**config.mk**
```make
export PLATFORM = sky130hd
export DESIGN_NAME = spi_bus_arbiter
export DESIGN_NICKNAME = d
export VERILOG_FILES = /design/src/rtl/spi_arb_pkg.sv /design/src/rtl/spi_bus_arbiter_if.sv /design/src/rtl/spi_arb_mux.sv /design/src/rtl/spi_bus_arbiter.sv
export SDC_FILE = /design/constraint.sdc
export NUM_CORES = 1
export LEC_CHECK = 0
export CORE_MARGIN = 10
export CORE_UTILIZATION = 40
export CTS_BUF_LIST = sky130_fd_sc_hd__clkbuf_8
export DETAILED_ROUTE_END_ITERATION = 8
export PLACE_DENSITY_LB_ADDON = 0.1
export SLEW_MARGIN = 10
export SYNTH_ARGS = -nofsm -noshare
export SYNTH_HDL_FRONTEND = slang
export SYNTH_SLANG_ARGS = --single-unit
```
**constraint.sdc**
```tcl
create_clock -name clk_i -period 3.2 [get_ports clk_i]
set_input_delay 0.64 -clock clk_i [delete_from_list [all_inputs] [get_ports clk_i]]
set_output_delay 0.64 -clock clk_i [all_outputs]
set_load 0.02 [all_outputs]
```
**src/rtl/spi_arb_pkg.sv**
```systemverilog
// Shared types and constants for the two-master SPI pin arbiter.
// Imported by the arbiter top and its pin multiplexer.
package spi_arb_pkg;

  typedef enum logic [1:0] {
    IDLE   = 2'd0,
    GRANT0 = 2'd1,
    GRANT1 = 2'd2,
    GAP    = 2'd3
  } state_t;

  localparam logic SPI_IDLE_CLK  = 1'b0;
  localparam logic SPI_IDLE_MOSI = 1'b1;

  localparam int GAP_CNT_W = 8;

endpackage

```
**src/rtl/spi_bus_arbiter_if.sv**
```systemverilog
// One SPI bundle: SCK, MOSI and active-low CS toward a slave, MISO back.
// The master modport drives the bus and the slave modport receives it.
interface spi_bus_arbiter_if #(
  parameter int NUM_CS = 2
);

  logic              sclk;
  logic              mosi;
  logic [NUM_CS-1:0] cs;
  logic              miso;

  modport master (
    output sclk,
    output mosi,
    output cs,
    input  miso
  );

  modport slave (
    input  sclk,
    input  mosi,
    input  cs,
    output miso
  );

endinterface

```
**src/rtl/spi_arb_mux.sv**
```systemverilog
// Owner/idle multiplexer for the shared SPI pins plus MISO fan-back.
// Select comes only from registered arbiter state, never from req/gnt.
module spi_arb_mux
  import spi_arb_pkg::*;
#(
  parameter int NUM_CS = 2
) (
  input  state_t              state_i,
  spi_bus_arbiter_if.slave    m0_if,
  spi_bus_arbiter_if.slave    m1_if,
  spi_bus_arbiter_if.master   pin_if
);

  logic own0;
  logic own1;

  assign own0 = (state_i == GRANT0);
  assign own1 = (state_i == GRANT1);

  always_comb begin
    pin_if.sclk = SPI_IDLE_CLK;
    pin_if.mosi = SPI_IDLE_MOSI;
    pin_if.cs   = '1;
    unique case (1'b1)
      own0: begin
        pin_if.sclk = m0_if.sclk;
        pin_if.mosi = m0_if.mosi;
        pin_if.cs   = m0_if.cs;
      end
      own1: begin
        pin_if.sclk = m1_if.sclk;
        pin_if.mosi = m1_if.mosi;
        pin_if.cs   = m1_if.cs;
      end
      default: ;
    endcase
  end

  // A master that does not own the bus sees an idle-high MISO
  assign m0_if.miso = own0 ? pin_if.miso : 1'b1;
  assign m1_if.miso = own1 ? pin_if.miso : 1'b1;

endmodule

```
**src/rtl/spi_bus_arbiter.sv**
```systemverilog
// Round-robin two-master arbiter for the shared flash/SD SPI pins.
// Owners are never pre-empted while any CS is low; a gap follows release.
module spi_bus_arbiter
  import spi_arb_pkg::*;
#(
  parameter int NUM_CS     = 2,
  parameter int GAP_CYCLES = 4
) (
  input  logic              clk_i,
  input  logic              rst_ni,
  input  logic              m0_req_i,
  input  logic              m1_req_i,
  output logic              m0_gnt_o,
  output logic              m1_gnt_o,
  input  logic              m0_spi_clk_i,
  input  logic              m1_spi_clk_i,
  input  logic              m0_spi_mosi_i,
  input  logic              m1_spi_mosi_i,
  input  logic [NUM_CS-1:0] m0_spi_cs_i,
  input  logic [NUM_CS-1:0] m1_spi_cs_i,
  output logic              m0_spi_miso_o,
  output logic              m1_spi_miso_o,
  output logic              spi_clk_o,
  output logic              spi_mosi_o,
  output logic [NUM_CS-1:0] spi_cs_o,
  input  logic              spi_miso_i,
  output logic              owner_o,
  output logic              busy_o
);

  localparam logic [GAP_CNT_W-1:0] GAP_LOAD =
    (GAP_CYCLES > 0) ? GAP_CNT_W'(GAP_CYCLES - 1) : '0;

  state_t                 state_q, state_d;
  logic [GAP_CNT_W-1:0]   cnt_q, cnt_d;
  logic                   last_q, last_d;
  logic                   owner_q, owner_d;

  spi_bus_arbiter_if #(.NUM_CS(NUM_CS)) m0_bus ();
  spi_bus_arbiter_if #(.NUM_CS(NUM_CS)) m1_bus ();
  spi_bus_arbiter_if #(.NUM_CS(NUM_CS)) pin_bus ();

  assign m0_bus.sclk   = m0_spi_clk_i;
  assign m0_bus.mosi   = m0_spi_mosi_i;
  assign m0_bus.cs     = m0_spi_cs_i;
  assign m1_bus.sclk   = m1_spi_clk_i;
  assign m1_bus.mosi   = m1_spi_mosi_i;
  assign m1_bus.cs     = m1_spi_cs_i;
  assign pin_bus.miso  = spi_miso_i;

  assign m0_spi_miso_o = m0_bus.miso;
  assign m1_spi_miso_o = m1_bus.miso;
  assign spi_clk_o     = pin_bus.sclk;
  assign spi_mosi_o    = pin_bus.mosi;
  assign spi_cs_o      = pin_bus.cs;

  spi_arb_mux #(
    .NUM_CS (NUM_CS)
  ) u_mux (
    .state_i (state_q),
    .m0_if   (m0_bus.slave),
    .m1_if   (m1_bus.slave),
    .pin_if  (pin_bus.master)
  );

  always_ff @(posedge clk_i or negedge rst_ni) begin
    if (!rst_ni) begin
      state_q <= IDLE;
      cnt_q   <= '0;
      last_q  <= 1'b1;
      owner_q <= 1'b0;
    end else begin
      state_q <= state_d;
      cnt_q   <= cnt_d;
      last_q  <= last_d;
      owner_q <= owner_d;
    end
  end

  always_comb begin
    state_d = state_q;
    cnt_d   = cnt_q;
    last_d  = last_q;
    owner_d = owner_q;
    unique case (state_q)
      IDLE: begin
        // On a tie, the master that did not own the bus last wins
        if (m0_req_i && (!m1_req_i || last_q)) begin
          state_d = GRANT0;
          owner_d = 1'b0;
        end else if (m1_req_i) begin
          state_d = GRANT1;
          owner_d = 1'b1;
        end
      end
      GRANT0: begin
        if (!m0_req_i && (&m0_spi_cs_i)) begin
          last_d = 1'b0;
          if (GAP_CYCLES > 0) begin
            state_d = GAP;
            cnt_d   = GAP_LOAD;
          end else begin
            state_d = IDLE;
          end
        end
      end
      GRANT1: begin
        if (!m1_req_i && (&m1_spi_cs_i)) begin
          last_d = 1'b1;
          if (GAP_CYCLES > 0) begin
            state_d = GAP;
            cnt_d   = GAP_LOAD;
          end else begin
            state_d = IDLE;
          end
        end
      end
      GAP: begin
        if (cnt_q == '0) begin
          state_d = IDLE;
        end else begin
          cnt_d = cnt_q - 1'b1;
        end
      end
      default: state_d = IDLE;
    endcase
  end

  assign m0_gnt_o = (state_q == GRANT0);
  assign m1_gnt_o = (state_q == GRANT1);
  assign busy_o   = (state_q != IDLE);
  assign owner_o  = owner_q;

endmodule
```
==> summary.md <==
| Metric | Value |
|---|---|
| Multiplexer area fraction after synthesis | `3.571%` |
| Die X | `67.72 um` |
| Reg2reg path depth | `5` |
| Synth Area in Compound Gates | `28.16%` |
| Register-to-register setup slack | `1290 ps` |
| Outcome | `complete, no violations` |
| Area Overhead vs Synth | `30.77%` |
| Worst hold endpoint | `cnt_q[3]` |
| Period utilisation layout | `84.10%` |
| Clk pwr share | `12.3%` |
| Pin count of the biggest net entering global routing | `13` |
| Register area share after synthesis | `33.10%` |
| P per Cell Area | `950.5 nW/um^2` |
| Die area | `4586 um^2` |
| Syn nets | `107` |
| Avg Cell Area, Syn | `10.47 um^2` |
| Routed wire length | `2070 um` |
| Logic gate share of total power | `66.9%` |
| Grt ovf | `0` |
| CP Data Required Time | `2560 ps` |
| Mapped Cells | `87` |
| DRC viols | `0` |
| Number of fill cells | `207` |
| Clock Tree Buf Depth | `2` |
| # port buffers | `22` |
| Simple-gate area share of the yosys netlist | `19.64%` |
| Height of the chip | `67.72 um` |
| Overall Global Routing Usage | `9.109%` |
| GPL Wtd Cong | `0.7809` |
| Clock Tree Root | `clkbuf_8` |
| Endpoints failing hold | `0` |
| Unrepaired setup endpoints after global routing | `no` |
| CP Launch Type | `register` |
| Fmax | `371.6 MHz` |
| Vias/cell | `5.304` |
| ANT nets after route | `0` |
| Crit Path Class | `register to primary output` |
| Final setup fails | `0` |
| Fin Setup TNS | `0 ps` |
| Number of antenna diodes | `0` |
| Post-layout min period | `2691 ps` |
| CTS sink cnt | `12` |
| Min-delay worst type | `register to register` |
| First-pass GRT wire length | `3332 um` |
| P_int | `0.0006323 W` |
| Hold Slack | `528.1 ps` |
| Cell Area, Synth | `910.9 um^2` |
| Max-Cap Viols | `0` |
| Pre-antenna DRT Iters | `3` |
| Static Leak | `0.5221 nW` |
| Min-delay src | `cnt_q[3]` |
| Worst-path fanout max | `10` |
| FP Rows | `17` |
| Share of cells above drive strength 1 | `14.55%` |
| Xor/xnor cell area share of the yosys netlist | `0%` |
| Post-CTS setup buffers | `0` |
| Sequential power share | `20.9%` |
| Vias in the first global route | `715` |
| Final Util | `54.37%` |
| Yosys cell types | `39` |
| Reg2reg end | `state_q[0]` |
| Leading cell types in the layout, fill and taps excluded | `clkdlybuf4s50_1, dfrtp_1, inv_1` |
| Post_cts resized | `0` |
| H-tree depth | `1` |
| Rel. slew slack | `61.85%` |
| DPL Wire Length | `1696 um` |
| Routed vias | `732` |
| Iteration-0 DRC Markers | `21` |
| Largest family of logic cells by synthesized area | `compound AO/OA/AOI/OAI gates` |
| Most common cell after layout, fill and taps aside | `clkdlybuf4s50_1` |
| #FFs+latches synth | `12` |
| Crit. End Element | `primary output` |
| Switch share | `44.15%` |
| Post-synthesis adder-cell area fraction | `9.615%` |
| Core ar. | `2191 um^2` |
| Reg-to-reg startpoint | `state_q[0]` |
| Clock input transition at the sequential cells of the worst setup and hold paths | `50 ps` |
| CTS tree | `built` |
| Yosys Warn Count | `0` |
| TritonCTS Buffers | `3` |
| # nets final | `131` |
| Total net switching power | `0.0004999 W` |
| Max-slew violations | `0` |
| Clock Skews | `2.955 ps` |
| Antenna violations before repair | `0` |
| Hold Path Stages | `1` |
| Critical Path AT | `2050 ps` |
| Least-Margin Pin Slew | `570.5 ps` |
| Io pins | `23` |
| Worst skew pair latency | `240 ps` |
| Initial Utilization | `41.58%` |
| Worst-case vdd ir drop | `548.5 uV` |
| Detailed-route wire length per cell | `15.00 um` |
| Hold_buf cts | `0` |
-- per-stage QoR --
step / instance area [um^2] / instances / power [W] / setup WS (ps)
finish: 1191 / 138 / 0.001132 / 509.0
global route: 1191 / 138 / 0.001221 / 378.3
CTS: 1191 / 138 / 0.001152 / 468.2
detailed placement: 1146 / 134 / 0.001006 / 546.4
global placement: 1146 / 134 / 0.001002 / 557.9
floorplan: 910.9 / 87 / 0.0007649 / 1180
-- sequential cells by signal (all words and copies together), names as in the netlist --
name	flops
cnt_q	8
last_q	1
state_q	2
owner_o	1
-- layer usage --
metal	vias up	routed length (um)	GRT usage [%]
li1	377	-	-
met1	343	954	11.30
met2	10	990	14.67
met3	2	119	4.132
met4	0	6	0.7692
met5	-	0	0
-- power groups by stage --
stage | Combinational [W] | Clock, W | Sequential (W)
after floorplan | 0.000525 | 0 | 0.000240
after global placement | 0.000764 | 0 | 0.000238
after detailed placement | 0.000767 | 0 | 0.000239
after CTS | 0.000769 | 0.000145 | 0.000237
after global routing | 0.000827 | 0.000149 | 0.000245
final | 0.000757 | 0.000139 | 0.000236
-- synthesized netlist by cell type --
library cell | number | share of area [%]
dfrtp_1 | 11 | 30
inv_1 | 9 | 3.7
ha_1 | 7 | 9.6
nor2_1 | 4 | 1.6
o21ai_0 | 4 | 2.2
a221o_1 | 3 | 3.3
a31oi_1 | 3 | 2.1
nand2_1 | 3 | 1.2
nand2b_1 | 3 | 2.1
nand3_1 | 3 | 1.6
o31ai_1 | 3 | 2.5
a21oi_1 | 2 | 1.1
a22oi_1 | 2 | 1.6
buf_4 | 2 | 1.6
nand3b_4 | 2 | 4.4
o211ai_1 | 2 | 1.6
o2bb2ai_1 | 2 | 1.9
a21o_2 | 1 | 0.96
a221o_2 | 1 | 1.2
a221oi_4 | 1 | 2.9
a22o_1 | 1 | 0.96
and2_1 | 1 | 0.69
and3_1 | 1 | 0.69
and4bb_1 | 1 | 1.4
clkbuf_2 | 1 | 0.55
dfstp_2 | 1 | 2.9
mux2_1 | 1 | 1.2
mux2_2 | 1 | 1.2
mux2i_1 | 1 | 1.1
nand3_4 | 1 | 1.9
nand4_1 | 1 | 0.69
nor4_2 | 1 | 1.4
o21a_1 | 1 | 0.82
o21ai_1 | 1 | 0.55
o221ai_1 | 1 | 0.96
o221ai_2 | 1 | 1.6
o41ai_2 | 1 | 1.8
or2_2 | 1 | 0.69
or4_4 | 1 | 1.2
-- layout make-up --
cell class                      count  area [um^2]  share of cell area, %
Timing Repair Buffer               22        220.2                  18.49
Clock buffer                        3        41.29                  3.466
Multi-Input combinational cell     63        555.5                  46.64
Tap cell                           28        35.03                  2.941
Clock inverter                      1        3.754                 0.3151
Inverter                            9        33.78                  2.836
Sequential cell                    12        301.5                  25.32
-- worst max-delay path by stage --
stage,startpoint,to,slack (ps),cells after the start
global route,state_q[0],spi_clk_o,380,5
detailed placement,m1_spi_cs_i[1],spi_cs_o[1],550,3
global placement,m1_spi_cs_i[1],spi_cs_o[1],560,3
CTS,state_q[0],spi_clk_o,470,5
finish,state_q[0],spi_clk_o,510,5
floorplan,state_q[1],spi_clk_o,1180,5
-- cells by family (layout without fill, tap and decap cells) --
group	count (synthesis)	in the layout
simple gates	23	23
compound gates	30	30
buf+inv	12	35
mux	3	3
fa+ha+maj	7	7
flops	12	12
-- worst max-delay path, cell delays in order (launching register included) --
cell and delay [ps]:
dfrtp_1 410, inv_1 110, ha_1 420, a22oi_1 150, nor2_1 110, clkdlybuf4s50_1 610
No activity file was read; power rests on OpenSTA's default activity.
